File: config.mk
export PLATFORM = sky130hd
export DESIGN_NAME = regfile_wb_ctrl_flat
export DESIGN_NICKNAME = d
export VERILOG_FILES = /design/src/rtl/regfile_wb_ctrl_pkg.sv /design/src/rtl/regfile_wb_ctrl_if.sv /design/src/rtl/wb_sync_fifo.sv /design/src/rtl/regfile_wb_ctrl.sv /design/src/flat_wrapper.sv
export SDC_FILE = /design/constraint.sdc
export NUM_CORES = 1
export LEC_CHECK = 0
export ABC_AREA = 1
export ABC_CLOCK_PERIOD_IN_PS = 7900
export BUFFER_PORTS_ARGS = -buffer_cell sky130_fd_sc_hd__buf_2
export CAP_MARGIN = 15
export CORE_MARGIN = 2
export CORE_UTILIZATION = 57
export DETAILED_ROUTE_END_ITERATION = 6
export PLACE_DENSITY = 0.85
export SYNTH_ARGS = -nofsm -noshare
export SYNTH_HDL_FRONTEND = slang
export SYNTH_SLANG_ARGS = --single-unit
File: constraint.sdc
create_clock -name clk -period 7.9 [get_ports clk]
set_clock_uncertainty 0.05 [all_clocks]
set_input_delay 0.395 -clock clk [delete_from_list [all_inputs] [get_ports clk]]
set_output_delay 0.395 -clock clk [all_outputs]
set_load 0.05 [all_outputs]
File: src/rtl/regfile_wb_ctrl_pkg.sv
// Shared register-number constants, legal write range and writeback entry types.
// Pure declarations; no latency or backpressure of its own.
// Imported by the writeback controller, its interface and its bench.
package regfile_wb_ctrl_pkg;

  typedef logic [4:0] reg_addr_t;

  localparam reg_addr_t ZERO = 5'd0;
  localparam reg_addr_t T0   = 5'd8;
  localparam reg_addr_t S0   = 5'd16;
  localparam reg_addr_t T8   = 5'd24;
  localparam reg_addr_t T9   = 5'd25;

  localparam reg_addr_t LEGAL_LO = T0;
  localparam reg_addr_t LEGAL_HI = T9;

  // One bit per register inside LEGAL_LO..LEGAL_HI.
  localparam logic [31:0] LEGAL_MASK = 32'h03FF_FF00;

  localparam int DATA_W = 32;

  typedef struct packed {
    reg_addr_t         addr;
    logic [DATA_W-1:0] data;
  } wb_entry_t;

  localparam int ENTRY_W = $bits(wb_entry_t);

  function automatic logic is_legal(input reg_addr_t a);
    return (a >= LEGAL_LO) && (a <= LEGAL_HI);
  endfunction

endpackage

File: src/rtl/regfile_wb_ctrl_if.sv
// Writeback bundle: ALU result, load-result handshake, issue tag and register-file write port.
// Wires only; timing is set by the controller on the slave side.
// Only the load path backpressures, through mem_valid/mem_ready.
interface regfile_wb_ctrl_if;
  import regfile_wb_ctrl_pkg::*;

  logic              alu_valid;
  reg_addr_t         alu_addr;
  logic [DATA_W-1:0] alu_data;
  logic              mem_valid;
  logic              mem_ready;
  reg_addr_t         mem_addr;
  logic [DATA_W-1:0] mem_data;
  logic              issue_valid;
  reg_addr_t         issue_addr;
  logic              reg_write_en;
  reg_addr_t         write_address;
  logic [DATA_W-1:0] write_data;
  logic [31:0]       busy;
  logic [7:0]        drop_count;

  modport master (
    output alu_valid, alu_addr, alu_data,
    output mem_valid, mem_addr, mem_data,
    output issue_valid, issue_addr,
    input  mem_ready, reg_write_en, write_address, write_data, busy, drop_count
  );

  modport slave (
    input  alu_valid, alu_addr, alu_data,
    input  mem_valid, mem_addr, mem_data,
    input  issue_valid, issue_addr,
    output mem_ready, reg_write_en, write_address, write_data, busy, drop_count
  );

endinterface

File: src/rtl/wb_sync_fifo.sv
// Small synchronous FIFO holding pending load results.
// Head is visible combinationally; a push becomes visible the cycle after it is written.
// Push is honoured when not full or when a pop frees a slot in the same cycle.
module wb_sync_fifo #(
  parameter int DEPTH = 2,
  parameter int WIDTH = 37
) (
  input  logic             clk,
  input  logic             rst_n,
  input  logic             push,
  input  logic [WIDTH-1:0] push_data,
  input  logic             pop,
  output logic [WIDTH-1:0] pop_data,
  output logic             full,
  output logic             empty
);

  localparam int AW = (DEPTH > 1) ? $clog2(DEPTH) : 1;
  localparam int CW = $clog2(DEPTH) + 1;
  localparam logic [CW-1:0] FULL_CNT = CW'(DEPTH);

  logic [WIDTH-1:0] mem [DEPTH];
  logic [AW-1:0]    wr_ptr;
  logic [AW-1:0]    rd_ptr;
  logic [CW-1:0]    count;
  logic             do_push;
  logic             do_pop;

  assign full     = (count == FULL_CNT);
  assign empty    = (count == '0);
  assign do_pop   = pop && !empty;
  assign do_push  = push && (!full || do_pop);
  assign pop_data = mem[rd_ptr];

  // Power-of-two depth, so pointer increments wrap naturally.
  always_ff @(posedge clk or negedge rst_n) begin
    if (!rst_n) begin
      wr_ptr <= '0;
      rd_ptr <= '0;
      count  <= '0;
    end else begin
      if (do_push) wr_ptr <= wr_ptr + 1'b1;
      if (do_pop)  rd_ptr <= rd_ptr + 1'b1;
      if (do_push && !do_pop)      count <= count + 1'b1;
      else if (do_pop && !do_push) count <= count - 1'b1;
    end
  end

  always_ff @(posedge clk) begin
    if (do_push) mem[wr_ptr] <= push_data;
  end

endmodule

File: src/rtl/regfile_wb_ctrl.sv
// Register-file writeback arbiter: ALU first, queued loads second, with busy scoreboard and drop counter.
// One cycle from selection to a registered write strobe; illegal destinations are dropped and counted.
// ALU never stalls; loads are backpressured by mem_ready when the queue is full and not draining.
module regfile_wb_ctrl
  import regfile_wb_ctrl_pkg::*;
#(
  parameter int MEM_Q_DEPTH = 2
) (
  input logic              clk,
  input logic              rst_n,
  regfile_wb_ctrl_if.slave bus
);

  wb_entry_t         mem_entry;
  wb_entry_t         head;
  logic              q_full;
  logic              q_empty;
  logic              deq;
  logic              enq;
  logic              alu_drop;
  logic              mem_drop;
  logic              sel_en;
  reg_addr_t         sel_addr;
  logic [DATA_W-1:0] sel_data;
  logic [1:0]        drop_inc;
  logic [8:0]        drop_sum;
  logic [31:0]       busy_set;
  logic [31:0]       busy_clr;

  logic              write_en_q;
  reg_addr_t         write_addr_q;
  logic [DATA_W-1:0] write_data_q;
  logic [31:0]       busy_q;
  logic [7:0]        drop_q;

  assign deq           = !bus.alu_valid && !q_empty;
  assign bus.mem_ready = !q_full || deq;
  assign enq           = bus.mem_valid && bus.mem_ready;
  assign mem_entry     = '{addr: bus.mem_addr, data: bus.mem_data};

  wb_sync_fifo #(
    .DEPTH (MEM_Q_DEPTH),
    .WIDTH (ENTRY_W)
  ) u_load_q (
    .clk       (clk),
    .rst_n     (rst_n),
    .push      (enq),
    .push_data (mem_entry),
    .pop       (deq),
    .pop_data  (head),
    .full      (q_full),
    .empty     (q_empty)
  );

  // At most one source is selected per cycle; both drop terms are summed regardless.
  assign sel_addr = bus.alu_valid ? bus.alu_addr : head.addr;
  assign sel_data = bus.alu_valid ? bus.alu_data : head.data;
  assign alu_drop = bus.alu_valid && !is_legal(bus.alu_addr);
  assign mem_drop = deq && !is_legal(head.addr);
  assign sel_en   = (bus.alu_valid || deq) && is_legal(sel_addr);

  assign drop_inc = {1'b0, alu_drop} + {1'b0, mem_drop};
  assign drop_sum = {1'b0, drop_q} + {7'b0, drop_inc};

  assign busy_clr = sel_en ? (32'b1 << sel_addr) : '0;
  assign busy_set = (bus.issue_valid && is_legal(bus.issue_addr)) ? (32'b1 << bus.issue_addr) : '0;

  always_ff @(posedge clk or negedge rst_n) begin
    if (!rst_n) begin
      write_en_q   <= 1'b0;
      write_addr_q <= ZERO;
      write_data_q <= '0;
      busy_q       <= '0;
      drop_q       <= '0;
    end else begin
      write_en_q <= sel_en;
      if (sel_en) begin
        write_addr_q <= sel_addr;
        write_data_q <= sel_data;
      end
      // A set on the same edge as a clear wins.
      busy_q <= ((busy_q & ~busy_clr) | busy_set) & LEGAL_MASK;
      drop_q <= drop_sum[8] ? 8'hFF : drop_sum[7:0];
    end
  end

  assign bus.reg_write_en  = write_en_q;
  assign bus.write_address = write_addr_q;
  assign bus.write_data    = write_data_q;
  assign bus.busy          = busy_q;
  assign bus.drop_count    = drop_q;

endmodule

File: src/flat_wrapper.sv
// flat-port wrapper written by rule: the top's interface ports become plain ports
module regfile_wb_ctrl_flat import regfile_wb_ctrl_pkg::*;
#(
  parameter int MEM_Q_DEPTH = 2
)
  (clk, rst_n, bus_alu_valid, bus_alu_addr, bus_alu_data, bus_mem_valid, bus_mem_addr, bus_mem_data, bus_issue_valid, bus_issue_addr, bus_mem_ready, bus_reg_write_en, bus_write_address, bus_write_data, bus_busy, bus_drop_count);
  regfile_wb_ctrl_if bus_i ();
  input logic clk;
  input logic rst_n;
  input wire logic [$bits(bus_i.alu_valid)-1:0] bus_alu_valid;
  input wire logic [$bits(bus_i.alu_addr)-1:0] bus_alu_addr;
  input wire logic [$bits(bus_i.alu_data)-1:0] bus_alu_data;
  input wire logic [$bits(bus_i.mem_valid)-1:0] bus_mem_valid;
  input wire logic [$bits(bus_i.mem_addr)-1:0] bus_mem_addr;
  input wire logic [$bits(bus_i.mem_data)-1:0] bus_mem_data;
  input wire logic [$bits(bus_i.issue_valid)-1:0] bus_issue_valid;
  input wire logic [$bits(bus_i.issue_addr)-1:0] bus_issue_addr;
  output wire logic [$bits(bus_i.mem_ready)-1:0] bus_mem_ready;
  output wire logic [$bits(bus_i.reg_write_en)-1:0] bus_reg_write_en;
  output wire logic [$bits(bus_i.write_address)-1:0] bus_write_address;
  output wire logic [$bits(bus_i.write_data)-1:0] bus_write_data;
  output wire logic [$bits(bus_i.busy)-1:0] bus_busy;
  output wire logic [$bits(bus_i.drop_count)-1:0] bus_drop_count;
  assign bus_i.alu_valid = bus_alu_valid;
  assign bus_i.alu_addr = bus_alu_addr;
  assign bus_i.alu_data = bus_alu_data;
  assign bus_i.mem_valid = bus_mem_valid;
  assign bus_i.mem_addr = bus_mem_addr;
  assign bus_i.mem_data = bus_mem_data;
  assign bus_i.issue_valid = bus_issue_valid;
  assign bus_i.issue_addr = bus_issue_addr;
  assign bus_mem_ready = bus_i.mem_ready;
  assign bus_reg_write_en = bus_i.reg_write_en;
  assign bus_write_address = bus_i.write_address;
  assign bus_write_data = bus_i.write_data;
  assign bus_busy = bus_i.busy;
  assign bus_drop_count = bus_i.drop_count;
  regfile_wb_ctrl #(.MEM_Q_DEPTH(MEM_Q_DEPTH)) u_core (.clk(clk), .rst_n(rst_n), .bus(bus_i));
endmodule
; ---- After elaboration in Yosys (flattened, before gate mapping)
; Memory sizes are Yosys's and may differ from the RTL's.
; Cells that the tools add are included.
[word_totals]
ff_bits = 68
ramBits = 74
in_bits = 84
word_cells = 64
memories = 1
[op_classes]
n_addsub = 6
order_cmp = 8
eq_ne = 1
n_shift = 2
n_mux = 9
n_bitwise = 3
reduce_logical = 26
[memory_table]
columns = name, depth, word_bits, read_ports, rd_clocked_by_memory_dff, wr, line
row1 = u_core.u_load_q.mem, 2, 37, 1, 0, 1, wb_sync_fifo.sv:22  ; logic [WIDTH-1:0] mem [DEPTH];
[ops]
columns = operator, count
row1 = 2-to-1 mux 26 bit, 2
row2 = << shifter 1 x 5 -> 26 bit (first input constant), 2
row3 = 2-to-1 mux 32 bit, 1
row4 = bitwise AND 26 bit, 1
row5 = inverter 26 bit, 1
row6 = OR 26 bit, 1
row7 = greater-or-equal comparator 5 x 4 -> 1 bit (second input constant), 4
row8 = <= comparator 5 bit (second input constant), 4
row9 = logical AND 1 bit, 14
row10 = adder 8 x 2 -> 9 bit, 1
row11 = 2-to-1 mux 8 bit, 1
row12 = zero test 1 bit, 7
row13 = 2-to-1 mux 5 bit, 1
row14 = 2-to-1 mux 2 bit, 2
row15 = logical OR 1 bit, 3
row16 = adder 1 bit (second input constant), 2
row17 = adder 1 x 1 -> 2 bit, 1
row18 = adder 2 x 1 -> 2 bit (second input constant), 1
row19 = == test 2 bit (second input constant), 1
row20 = zero test 2 bit, 1
row21 = 2-to-1 mux 1 bit, 2
row22 = nonzero test 2 bit, 1
row23 = subtractor 2 x 1 -> 2 bit (second input constant), 1

; ---- Depth between registers and ports, before layout
; Gate-level depths: netlist (run 1).
[depth]
ltp_word = 10
depth_mapped = 13
ltp_nobuf = 12

; ---- Cells and area by module
; Synthesis (run 1) repeated with hierarchy kept, for this count alone.
[unflattened]
hier_cells = 750
area_unflattened_um2 = 6555.0
[by_module_without_submodules]
columns = mod, n_inst, cells_per_inst, area_per_inst_um2, seq_area_each_um2
row1 = regfile_wb_ctrl, 1, 523, 3613.5, 1601.5
row2 = wb_sync_fifo, 1, 227, 2941.6, 2322.2

; ---- Least setup slack after synthesis (run 1)
; Ideal clock, no wire load.
[synth_path]
path_type = register -> register
start = register u_core.u_load_q.count[0]
end = memory u_core.u_load_q.mem[1][0], enable pin
setup_time_ps = 433
t_arrival_ps = 2601
required_time_ps = 7417
path_slack_ps = 4816
path_stages_with_launch = 5
period_less_slack_ps = 3084
cell_sequence = dfrtp_1 -> inv_1 -> nand3_1 -> nand2_1 -> nor2_1
[synth_via]
elab_chain_len = 8
word_cells_on_any_way = 12
cone_classes = eq/ne (1) / mux (2) / reduce/logical (9)
[synth_rtl]
columns = element, line
row1 = from (decl), wb_sync_fifo.sv:25  ; logic [CW-1:0] count;
row2 = from (signal assigned), wb_sync_fifo.sv:44  ; if (do_push && !do_pop) count <= count + 1'b1;
row3 = from (signal assigned), wb_sync_fifo.sv:45  ; else if (do_pop && !do_push) count <= count - 1'b1;
row4 = zero test 2 bit, wb_sync_fifo.sv:30  ; assign empty = (count == '0);
row5 = zero test 1 bit, regfile_wb_ctrl.sv:36  ; assign deq = !bus.alu_valid && !q_empty;
row6 = logical AND 1 bit, regfile_wb_ctrl.sv:36
row7 = logical OR 1 bit (*), regfile_wb_ctrl.sv:37  ; assign bus.mem_ready = !q_full || deq;
row8 = via bus_mem_ready, flat_wrapper.sv:18  ; output wire logic [$bits(bus_i.mem_ready)-1:0] bus_mem_ready;
row9 = logical AND 1 bit (*), regfile_wb_ctrl.sv:38  ; assign enq = bus.mem_valid && bus.mem_ready;
row10 = logical AND 1 bit (*), wb_sync_fifo.sv:32  ; assign do_push = push && (!full || do_pop);
row11 = 2-to-1 mux 1 bit (*), wb_sync_fifo.sv:50  ; if (do_push) mem[wr_ptr] <= push_data;
row12 = 2-to-1 mux 1 bit (implied by the code) (*), wb_sync_fifo.sv:50
row13 = to (decl), wb_sync_fifo.sv:22
; The timed path passes the listed nets; every way through them passes the cells marked *.

; ---- Final worst setup path (run 1)
[layout_path]
start = register u_core.u_load_q.rd_ptr
end = register u_core.drop_q[2], in the netlist u_core.bus.drop_count[2]
[layout_via]
elab_chain_len = 8
word_cells_on_any_way = 9
cone_classes = add/sub (2) / order compare (2) / mux (1) / reduce/logical (3) / memory (1)
[layout_rtl]
columns = element, line
row1 = from (decl), wb_sync_fifo.sv:24  ; logic [AW-1:0] rd_ptr;
row2 = from (signal assigned), wb_sync_fifo.sv:43  ; if (do_pop) rd_ptr <= rd_ptr + 1'b1;
row3 = memory read (2 x 37 bit) (*), --
row4 = greater-or-equal comparator 5 x 4 -> 1 bit or <= comparator 5 bit (tied branches), regfile_wb_ctrl_pkg.sv:30  ; return (a >= LEGAL_LO) && (a <= LEGAL_HI);
row5 = logical AND 1 bit (*), regfile_wb_ctrl_pkg.sv:30
row6 = zero test 1 bit (*), regfile_wb_ctrl.sv:59  ; assign mem_drop = deq && !is_legal(head.addr);
row7 = logical AND 1 bit (*), regfile_wb_ctrl.sv:59
row8 = adder 1 x 1 -> 2 bit (*), regfile_wb_ctrl.sv:62  ; assign drop_inc = {1'b0, alu_drop} + {1'b0, mem_drop};
row9 = adder 8 x 2 -> 9 bit (*), regfile_wb_ctrl.sv:63  ; assign drop_sum = {1'b0, drop_q} + {7'b0, drop_inc};
row10 = 2-to-1 mux 8 bit (*), regfile_wb_ctrl.sv:83  ; drop_q <= drop_sum[8] ? 8'hFF : drop_sum[7:0];
row11 = to (signal assigned), regfile_wb_ctrl.sv:83
row12 = to (decl), regfile_wb_ctrl.sv:34  ; logic [7:0] drop_q;
; Every way passes the cells marked *; elsewhere a longest branch is shown, timed or not.
; A chain may end at the register's enable or synchronous reset.

==> impl_metrics.py, run 1 <==
metrics = {
    "yosys": {
        "synth_cell_type_count": 34,
        "netlist_area_mm2": 0.00622,
        "synth_top_area_share_pct": 35.7,
        "seq_area_frac_synth_pct": 63.0,
        "syn_inst": 633,
        "yosys_warnings": 0,
        "synth_top_area_cell": "edfxtp_1",
        "avgSynthCellArea_um2": 9.83,
        "yosys-top-cells-area": "edfxtp_1 (36%), dfrtp_1 (27%), nand2_1 (14%)",
        "synth-seq-cells": 142,
    },
    "grt": {
        "grt_antenna_before_repair": 2,
        "grt_pass1_wl_mm": 23.2,
        "grt.busiest_layer": "met2",
        "met1_usage_pct": 29.2,
        "use_met2_pct": 45.2,
        "grt_pass1_vias": 5094,
        "met3_usage_pct": 8.50,
        "track_usage_pct": 25.9,
        "grt_max_degree": 79,
        "overflow": 0,
    },
    "final_layout": {
        "num_antenna_cells": 0,
        "syn2layout_area_growth_pct": 25.2,
        "stdcell_count": 949,
        "utilization_pct": 72.6,
        "fin_area_mm2": 0.00780,
        "layout-drive-gt1-share_pct": 24.6,
        "nets": 883,
    },
    "floorplanning": {
        "row_count": 38,
        "die_x_um": 109,
        "start_util_pct": 57.9,
        "die_y_um": 109,
        "die_area_mm2": 0.0118,
        "fp.coreArea_mm2": 0.0107,
        "num_io_pins": 163,
    },
    "pwr": {
        "p_per_area_mw_per_mm2": 433,
        "ir_worst_vdd_mv": 0.249,
        "leakagePower_nw": 3.66,
        "p_total_mw": 3.38,
    },
    "detailed_routing": {
        "viasPerCell": 5.30,
        "first_pass_iters": 5,
        "wire_per_inst_um": 15.3,
        "ant_nets": 0,
        "wl_mm": 14.5,
        "vias": 5032,
        "drt_iter0_markers": 384,
        "drc": 0,
    },
    "timing": {
        "relSlewSlack_pct": 25.3,
        "setup_viol_count_final": 0,
        "fmax_mhz": 365,
        "tns_ns": 0,
        "grt_setup_unrepaired": "no",
        "tightestPinTransition_ns": 1.12,
        "fin_hold_ws_ns": 0.000684,
        "hold_violations": 0,
        "setup_ws_ns": 5.16,
        "min_period_ns": 2.74,
        "maxSlewViolCount": 0,
        "finalCritPeriodShare_pct": 34.7,
    },
    "critical_path": {
        "crit_arrival_ns": 3.08,
        "crit_fanout": 38,
        "critPathRequiredTime_ns": 8.23,
        "cp-start-kind": "flip-flop",
        "crit_type": "flip-flop to flip-flop",
        "critPathCaptureType": "flip-flop",
    },
    "place": {
        "gp_congestion": 0.869,
        "dp.cells": 895,
        "place_ws_ns": 4.51,
        "portBuffers": 148,
        "dpl.hpwl_mm": 9.43,
        "placed_area_mm2": 0.00697,
    },
    "clock_tree": {
        "numCtsBuffers": 17,
        "cts_root_buf": "clkbuf_8",
        "htreeDepth": 4,
        "cts_resized": 0,
        "clock_sinks": 142,
        "cts_tree": "done",
        "clkTransAtPathRegs_ns": 0.06,
        "cts.path.max_buffers": 2,
        "clk_latency_ns": 0.52,
    },
    "min_path": {
        "hp-class": "primary input to async pin",
    },
    "run": {
        "drv_cap": 0,
    },
    "status": {
        "status": "completed",
    },
}
report_power, final:
group          internal [mW]  switching, mW  total [mW]
sequential              1.05          0.119        1.17
combinational          0.322           1.11        1.44
clock                  0.484          0.289       0.773
worst max-delay path: stages, from the launching register on:
cell     delay, ns
dfrtp_1       0.33
buf_4         0.36
inv_1         0.28
nand2_1       0.18
nand4_1       0.09
nand3_1       0.09
a21oi_1       0.09
fa_1          0.40
ha_1          0.21
nand2_1       0.10
nor2_1        0.07
nand3_1       0.20
o21ai_0       0.14
cells by family (layout without fill, tap and decap cells):
kind of cell             Yosys count  after routing  share of synthesized area (%)
flip-flops                       142            142                           63.0
AO/OA/AOI/OAI                     77             77                           6.89
buffers and inverters             67            230                           5.57
AND/OR/NAND/NOR                  340            340                           23.3
adder cells (fa/ha/maj)            3              3                          0.724
XOR/XNOR                           3              3                          0.422
other                              1             14                         0.0602
flip-flops by register name, summed over array words and instances (netlist names):
signal and flops:
u_core.bus.busy 18, u_core.bus.drop_count 8, u_core.bus.reg_write_en 1, u_core.bus.write_address 5, u_core.bus.write_data 32, u_core.u_load_q.count 2
u_core.u_load_q.mem 74, u_core.u_load_q.rd_ptr 1, u_core.u_load_q.wr_ptr 1
final cells by class:
type | instances | area (µm²)
clock buffers | 19 | 432
clock inverters | 13 | 146
fillers | 756 | 2950
inverters | 26 | 97.6
multi-input cells | 437 | 2020
flip-flops and latches | 142 | 3920
well taps | 140 | 175
repair buffers | 172 | 1000
worst paths after layout:
| kind | end | slack (ns) | depth (start not counted) | start |
|---|---|---|---|---|
| min reg2reg | u_core.bus.busy[19] | 0.42 | 2 | u_core.bus.busy[19] |
| max in group asynchronous | u_core.bus.write_data[20] | 7.20 | 2 | rst_n |
| min | u_core.bus.write_data[5] | 0.0007 | 2 | rst_n |
| max reg2reg | u_core.bus.drop_count[2] | 5.16 | 12 | u_core.u_load_q.rd_ptr |
| max | u_core.bus.drop_count[2] | 5.16 | 12 | u_core.u_load_q.rd_ptr |
| min in group clk | u_core.u_load_q.mem[0][18] | 0.02 | 1 | bus_mem_data[18] |
cell usage in the layout (no fill, tap or decap), types with 2 or more instances in the layout:
master         count
nor3_1             7
nor2_1            51
o21ai_0           27
clkinv_4           2
clkbuf_16         16
inv_1             24
clkbuf_8           2
a31oi_1           32
buf_2            148
inv_2              2
xor2_1             2
dfrtp_1           68
edfxtp_1          74
nand2_2            4
clkinv_1           3
dlygate4sd3_1     20
nor2_4             3
nand2_8            2
or2_2              6
a21oi_1            2
clkinv_2           4
o21ai_1           14
conb_1            14
nand2_1          227
ha_1               2
bufinv_16          3
nand3_1           15
buf_4              2
nand4_1           21
synthesized netlist by cell type:
cell type,count
nand2_2,4
o21ai_0,27
clkbuf_2,2
a21oi_1,2
xnor2_1,1
nand2_8,2
o211ai_1,1
ha_1,2
inv_1,24
nand2_1,227
dfrtp_1,68
and3_1,1
o22ai_1,1
buf_6,4
buf_4,16
buf_2,2
clkbuf_1,15
or2_0,1
or2_2,6
a31oi_1,32
nand4_1,21
xor2_1,2
inv_2,2
nor2_4,1
nor2_1,53
buf_1,2
nand3_1,15
conb_1,1
nor2_8,1
fa_1,1
edfxtp_1,74
nand2_4,1
nor3_1,7
o21ai_1,14
layer usage:
| layer | share of wire [%] | up-vias |
|---|---|---|
| met5 | 0.13 | - |
| met4 | 2.1 | 2 |
| met3 | 7.9 | 31 |
| met2 | 53 | 214 |
| met1 | 37 | 2362 |
| li1 | - | 2423 |
repair_timing:
item | in CTS | in global routing
hold buffers | 19 | 1
endpoints found under the hold margin | 37 | 2
buffers inserted | 0 | 0
Power figures use the tool's default switching activity.
==> run 2: changes to the inputs <==
Settings changed: ABC_AREA 1 to 0, ABC_CLOCK_PERIOD_IN_PS 7900 to 2350, CORE_UTILIZATION 57 to 47, PLACE_DENSITY 0.85 to 0.75.
Clock period 7.9 ns to 2.35 ns, I/O delays scaled along.
==> run 2 against run 1 <==
Against the previous run:
- die area grew 17%
- combinational power rose to 3.2 times the previous value
- register-to-register slack worse by 5.0 ns
- sequential power increased to 3.4 times the previous value
- maximum frequency up 27%
- wire length is 7.0% lower
- hold slack improved by 0.0098 ns
- cell count shrank 7.3%
- power grew to 3.5 times the previous value
- synthesized cell count down 27%
- largest cell class unchanged
==> impl_metrics.py, run 2 <==
metrics = {
    "detailed_routing": {
        "ant_nets": 0,
        "wl_met3_um": 881,
        "routed.top_layer": "met4",
        "first_pass_iters": 5,
        "wl_met2_mm": 6.84,
        "wire_per_inst_um": 15.3,
        "viasPerCell": 5.13,
        "drc": 0,
        "wl_met1_mm": 5.42,
        "drt_iter0_markers": 412,
        "wl_mm": 13.5,
        "vias": 4513,
    },
    "critical_path": {
        "crit_arrival_ns": 2.39,
        "cp-start-kind": "flip-flop",
        "crit_type": "flip-flop to flip-flop",
        "critPathCaptureType": "flip-flop",
        "critPathRequiredTime_ns": 2.59,
        "crit_fanout": 4,
    },
    "grt": {
        "grt_max_degree": 48,
        "overflow": 0,
        "grt_antenna_before_repair": 1,
        "track_usage_pct": 20.4,
        "grt_pass1_vias": 4566,
        "grt_pass1_wl_mm": 22.2,
    },
    "yosys": {
        "yosys-top-cells-area": "edfxtp_1 (37%), dfrtp_1 (28%), mux2i_1 (6.1%)",
        "netlist_area_mm2": 0.00605,
        "syn_inst": 463,
        "seq_area_frac_synth_pct": 64.9,
        "synth.most_common_cell": "edfxtp_1",
        "avgSynthCellArea_um2": 13.1,
        "synthFlopType": "edfxtp_1",
        "ys_async_sr_fraction_pct": 47.9,
        "synth_edf_count": 74,
        "synth_top_area_share_pct": 36.7,
        "synth_commonest_cells": "edfxtp_1 (74), dfrtp_1 (68), nand2_1 (63), o21ai_0 (57), mux2i_1 (37)",
        "synth-seq-cells": 142,
        "synth_cell_type_count": 45,
        "synth_top_area_cell": "edfxtp_1",
        "yosys_warnings": 0,
    },
    "floorplanning": {
        "die_area_mm2": 0.0138,
        "die_y_um": 117,
        "fp.coreArea_mm2": 0.0126,
        "num_io_pins": 163,
        "row_count": 41,
        "die_x_um": 117,
        "start_util_pct": 48.1,
    },
    "place": {
        "dp.cells": 777,
        "portBuffers": 148,
        "gp_congestion": 0.861,
        "dpl.hpwl_mm": 8.87,
    },
    "final_layout": {
        "fillers": 882,
        "layout-drive-gt1-share_pct": 29.8,
        "max_flop_register": "u_core.u_load_q.mem",
        "stdcell_count": 880,
        "syn2layout_area_growth_pct": 37.9,
        "nets": 782,
        "final_common_cell": "buf_2",
        "final_cell_mix": "buf_2 (148), edfxtp_1 (74), dlygate4sd3_1 (71)",
        "largest_reg_flops": 74,
    },
    "clock_tree": {
        "cts.path.max_buffers": 2,
        "postCtsSetupRepairBufs": 0,
        "numCtsBuffers": 17,
        "cts_tree": "done",
        "htreeDepth": 4,
        "clock_sinks": 142,
        "cts_root_buf": "clkbuf_16",
        "clkTransAtPathRegs_ns": 0.06,
        "clk_latency_ns": 0.41,
    },
    "timing": {
        "maxSlewViolCount": 0,
        "fmax_mhz": 464,
        "setup_viol_count_final": 0,
        "tightestPinTransition_ns": 0.894,
        "hold_violations": 0,
        "min_period_ns": 2.16,
        "tns_ns": 0,
        "relSlewSlack_pct": 40.4,
        "finalCritPeriodShare_pct": 91.7,
        "grt_setup_unrepaired": "no",
    },
    "status": {
        "status": "completed",
    },
    "pwr": {
        "leakagePower_nw": 3.66,
        "p_per_area_mw_per_mm2": 1400,
        "ir_worst_vdd_mv": 0.658,
    },
    "min_path": {
        "hp-class": "primary input to flip-flop",
    },
    "run": {
        "drv_cap": 0,
    },
}
-- run 2: cell count changes after synthesis, moves of 8 or more --
cell     change
mux2_1      +25
nand2_1    -164
o21ai_1     -11
mux2i_1     +37
inv_1       -20
nand4_1     -18
nand3_1      -8
o21ai_0     +30
a31oi_1     -31
nor2_1      -37
mux2_2      +10
-- run 2: path summary, 6_finish.rpt --
path / startpoint / to / slack, ns / cells after the start
worst max-delay path: u_core.u_load_q.mem[0][34] / u_core.bus.drop_count[3] / 0.19 / 9
worst max register to register: u_core.u_load_q.mem[0][34] / u_core.bus.drop_count[3] / 0.19 / 9
worst min-delay path: bus_alu_data[18] / u_core.bus.write_data[18] / 0.01 / 4
worst min register to register: u_core.bus.write_data[26] / u_core.bus.write_data[26] / 0.44 / 1
max in group asynchronous: rst_n / u_core.bus.write_data[4] / 1.38 / 3
min in group asynchronous: rst_n / u_core.bus.drop_count[5] / 0.12 / 2
-- run 2: logic make-up (layout without fill, tap and decap cells) --
kind of cell    count (synthesis)  count (layout)  share of synthesized area (%)
flops                         142             142                           64.9
simple gates                  117             117                           8.79
compound gates                 86              86                           8.24
mux                            72              72                           12.6
buf+inv                        37             268                           3.91
xor+xnor                        5               5                          0.724
fa+ha+maj                       3               3                          0.745
other cells                     1              15                         0.0620
-- run 2: where the power goes --
| part | total, mW | internal (mW) | leakage, nW | switching, mW |
|---|---|---|---|---|
| sequential | 3.99 | 3.53 | 1.50 | 0.458 |
| combinational | 4.67 | 1.36 | 1.83 | 3.31 |
| clock | 3.00 | 1.99 | 0.320 | 1.01 |
-- run 2: final cells by class --
cell class	count	area, µm²	share of cell area [%]
diodes	1	2.50	0.0300
clock buffers	17	425	5.10
clock inverters	14	240	2.88
inverters	4	15.0	0.180
multi-input cells	297	1940	23.3
flip-flops and latches	142	3930	47.1
well taps	172	215	2.58
repair buffers	233	1570	18.8
-- run 2: repair_timing --
| action | 4_1_cts | 5_1_grt |
|---|---|---|
| hold buffers | 71 | 0 |
| hold endpoints to repair | 145 | 0 |
| gates resized for setup | 0 | 2 |
| setup endpoints to repair | 0 | 3 |
-- run 2: critical path, stage by stage (launching register included) --
cell and delay [ns]:
edfxtp_1 0.38, o211ai_1 0.18, o21ai_0 0.11, o21ai_1 0.14, nor2_1 0.08, fa_1 0.41, ha_1 0.24, and3_1 0.23
nand2_1 0.12, o21ai_0 0.10
-- run 2: routing by layer --
metal  track usage (%)  up-vias
met1              23.9     2153
met3              4.96       30
met2              35.1      223
li1                  -     2107
met4              9.86        0
met5                 0        -
-- run 2: stage by stage --
| step | worst slack [ns] | hold WS, ns | cell area (µm²) | total power, mW | utilization, % |
|---|---|---|---|---|---|
| 4_1_cts | 0.158 | 0.00318 | 8330 | 11.7 | 66.3 |
| 3_5_place_dp | 0.161 | 0.00547 | 6960 | 8.61 | 55.4 |
| 2_1_floorplan | 0.00299 | -0.228 | 6110 | 7.46 | - |
| 6_report | 0.194 | 0.0105 | 8340 | 11.7 | 66.3 |
| 3_3_place_gp | 0.212 | -0.000756 | 6960 | 8.45 | 55.4 |
| 5_1_grt | 0.0378 | 0.0184 | 8340 | 12.2 | 66.3 |
==> run 3: changes to the inputs <==
Settings changed: BUFFER_PORTS_ARGS -buffer_cell sky130_fd_sc_hd__buf_2 to unset, CORE_UTILIZATION 47 to 57, DONT_BUFFER_PORTS set to 1.
==> run 3 against run 2 <==
Against the previous run:
- global-route usage up 4.5 points
- highest routed layer unchanged
- largest cell class unchanged
- hold slack better by 0.0082 ns
- critical path depth down 3
- sequential share of layout area up 3.9 points
- final area down 7.7%
- count of clock-buffer cells in the layout up 1
==> impl_metrics.py, run 3 (synthesis gave the netlist of run 2 again) <==
metrics = {
    "critical_path": {
        "timing.rr.end": "u_core.bus.write_data[19]",
        "critPathCaptureType": "flip-flop",
        "crit_arrival_ns": 2.52,
        "cp_cell_sequence": "mux2i_1 -> a21oi_1 -> o21ai_1 -> a31oi_4 -> buf_12 -> mux2_1",
        "critPathRequiredTime_ns": 2.69,
        "crit_fanout": 18,
        "crit_path_top_delay_cell": "dfrtp_2",
        "r2r_slack_ns": 0.17,
        "worst_r2r_path_depth": 6,
        "cpPeakStageDelay_ns": 0.49,
        "cp-start-kind": "flip-flop",
        "crit_type": "flip-flop to flip-flop",
        "r2r_start": "u_core.u_load_q.rd_ptr",
    },
    "timing": {
        "hold_violations": 0,
        "fin_hold_ws_ns": 0.0187,
        "finalCritPeriodShare_pct": 92.8,
        "tns_ns": 0,
        "tightestPinTransition_ns": 0.575,
        "fmax_mhz": 458,
        "min_period_ns": 2.18,
        "maxSlewViolCount": 0,
        "grt_setup_unrepaired": "no",
        "setup_viol_count_final": 0,
        "setup_ws_ns": 0.169,
        "relSlewSlack_pct": 61.7,
    },
    "place": {
        "portBuffers": 0,
        "placed_area_mm2": 0.00623,
        "place_ws_ns": 0.0979,
        "dpl.hpwl_mm": 8.01,
        "dp.cells": 597,
        "gp_congestion": 0.846,
    },
    "detailed_routing": {
        "drt_iter0_markers": 248,
        "first_pass_iters": 5,
        "vias": 4050,
        "drc": 0,
        "wire_per_inst_um": 18.6,
        "viasPerCell": 5.66,
        "ant_nets": 0,
        "wl_mm": 13.3,
    },
    "final_layout": {
        "syn2layout_area_growth_pct": 27.2,
        "layout-drive-gt1-share_pct": 12.2,
        "final_cell_mix": "dlygate4sd3_1 (85), edfxtp_1 (74), dfrtp_1 (67)",
        "fin_area_mm2": 0.00769,
        "utilization_pct": 74.5,
        "max_flop_register": "u_core.u_load_q.mem",
        "num_antenna_cells": 0,
        "final_common_cell": "dlygate4sd3_1",
        "largest_reg_flops": 74,
        "nets": 654,
        "fillers": 648,
        "stdcell_count": 716,
    },
    "clock_tree": {
        "postCtsSetupRepairBufs": 0,
        "htreeDepth": 4,
        "cts_tree": "done",
        "clk_latency_ns": 0.51,
        "clkTransAtPathRegs_ns": 0.07,
        "numCtsBuffers": 17,
        "cts_root_buf": "clkbuf_8",
        "clock_sinks": 142,
        "cts.path.max_buffers": 2,
    },
    "floorplanning": {
        "row_count": 37,
        "start_util_pct": 58.6,
        "num_io_pins": 163,
        "die_area_mm2": 0.0114,
        "fp.coreArea_mm2": 0.0103,
        "die_y_um": 107,
        "die_x_um": 107,
    },
    "pwr": {
        "leakagePower_nw": 3.10,
        "p_int_mw": 6.00,
        "p_comb_share_pct": 22.5,
        "p_per_area_mw_per_mm2": 1400,
        "ir_worst_vdd_mv": 0.852,
        "p_total_mw": 10.8,
        "power_frac_seq_pct": 54.5,
        "pwr-share-clk_pct": 23.0,
        "swShare_pct": 44.2,
        "switching_power_mw": 4.75,
    },
    "grt": {
        "grt_max_degree": 72,
        "track_usage_pct": 24.9,
        "grt_antenna_before_repair": 0,
        "grt_pass1_vias": 4301,
        "overflow": 0,
        "grt_pass1_wl_mm": 21.6,
    },
    "min_path": {
        "hold_depth": 4,
        "hold_path_end": "u_core.bus.busy[9]",
        "worstHoldStart": "bus_alu_valid",
        "hp-class": "primary input to flip-flop",
    },
    "run": {
        "drv_cap": 0,
    },
    "status": {
        "status": "completed",
    },
}
run 3: cell type report:
cell class / count / area, µm² / share of cell area (%)
timing repair buffer: 105 / 1080 / 14.0
multi-input combinational: 297 / 1950 / 25.3
clock buffer: 18 / 418 / 5.43
sequential: 142 / 3930 / 51.0
clock inverter: 14 / 138 / 1.79
tap: 136 / 170 / 2.21
inverter: 4 / 15.0 / 0.195
run 3: worst max path at each step:
stage | startpoint | end | slack, ns | cells after the start
after floorplan | u_core.u_load_q.rd_ptr | u_core.bus.drop_count[6] | 0.003 | 12
after global placement | u_core.u_load_q.rd_ptr | u_core.bus.write_data[4] | 0.23 | 6
after detailed placement | u_core.u_load_q.mem[0][34] | u_core.bus.drop_count[6] | 0.1 | 10
after CTS | u_core.u_load_q.mem[0][34] | u_core.bus.drop_count[6] | 0.09 | 10
after global routing | u_core.u_load_q.mem[0][34] | u_core.bus.drop_count[6] | 0.03 | 10
final | u_core.u_load_q.rd_ptr | u_core.bus.write_data[19] | 0.17 | 6
run 3: timing repair:
action	4_1_cts	5_1_grt
hold buffers	87	0
endpoints found under the setup margin	0	5
gates resized for setup	0	3
hold endpoints to repair	198	0
run 3: power by group through the flow:
stage	sequential [mW]	clock (mW)	combinational (mW)
after floorplan	5.82	0	1.64
final	5.86	2.48	2.42
after global placement	5.84	0	2.14
after detailed placement	5.89	0	2.21
after global routing	5.95	2.64	2.67
after CTS	5.83	2.51	2.40
run 3: worst max-delay path, delay by kind of cell, from the launching register on:
| kind | cells | cell delay, ns |
|---|---|---|
| flops | 1 | 0.49 |
| buf+inv | 1 | 0.21 |
| compound gates | 3 | 0.81 |
| mux | 2 | 0.51 |
run 3: routing by layer:
layer | up-vias | GRT usage (%) | share of wire (%)
met5 | - | 0 | 0
li1 | 1859 | - | -
met4 | 0 | 10.2 | 2.3
met3 | 39 | 8.02 | 7.7
met1 | 1949 | 29.6 | 39
met2 | 203 | 42.0 | 50
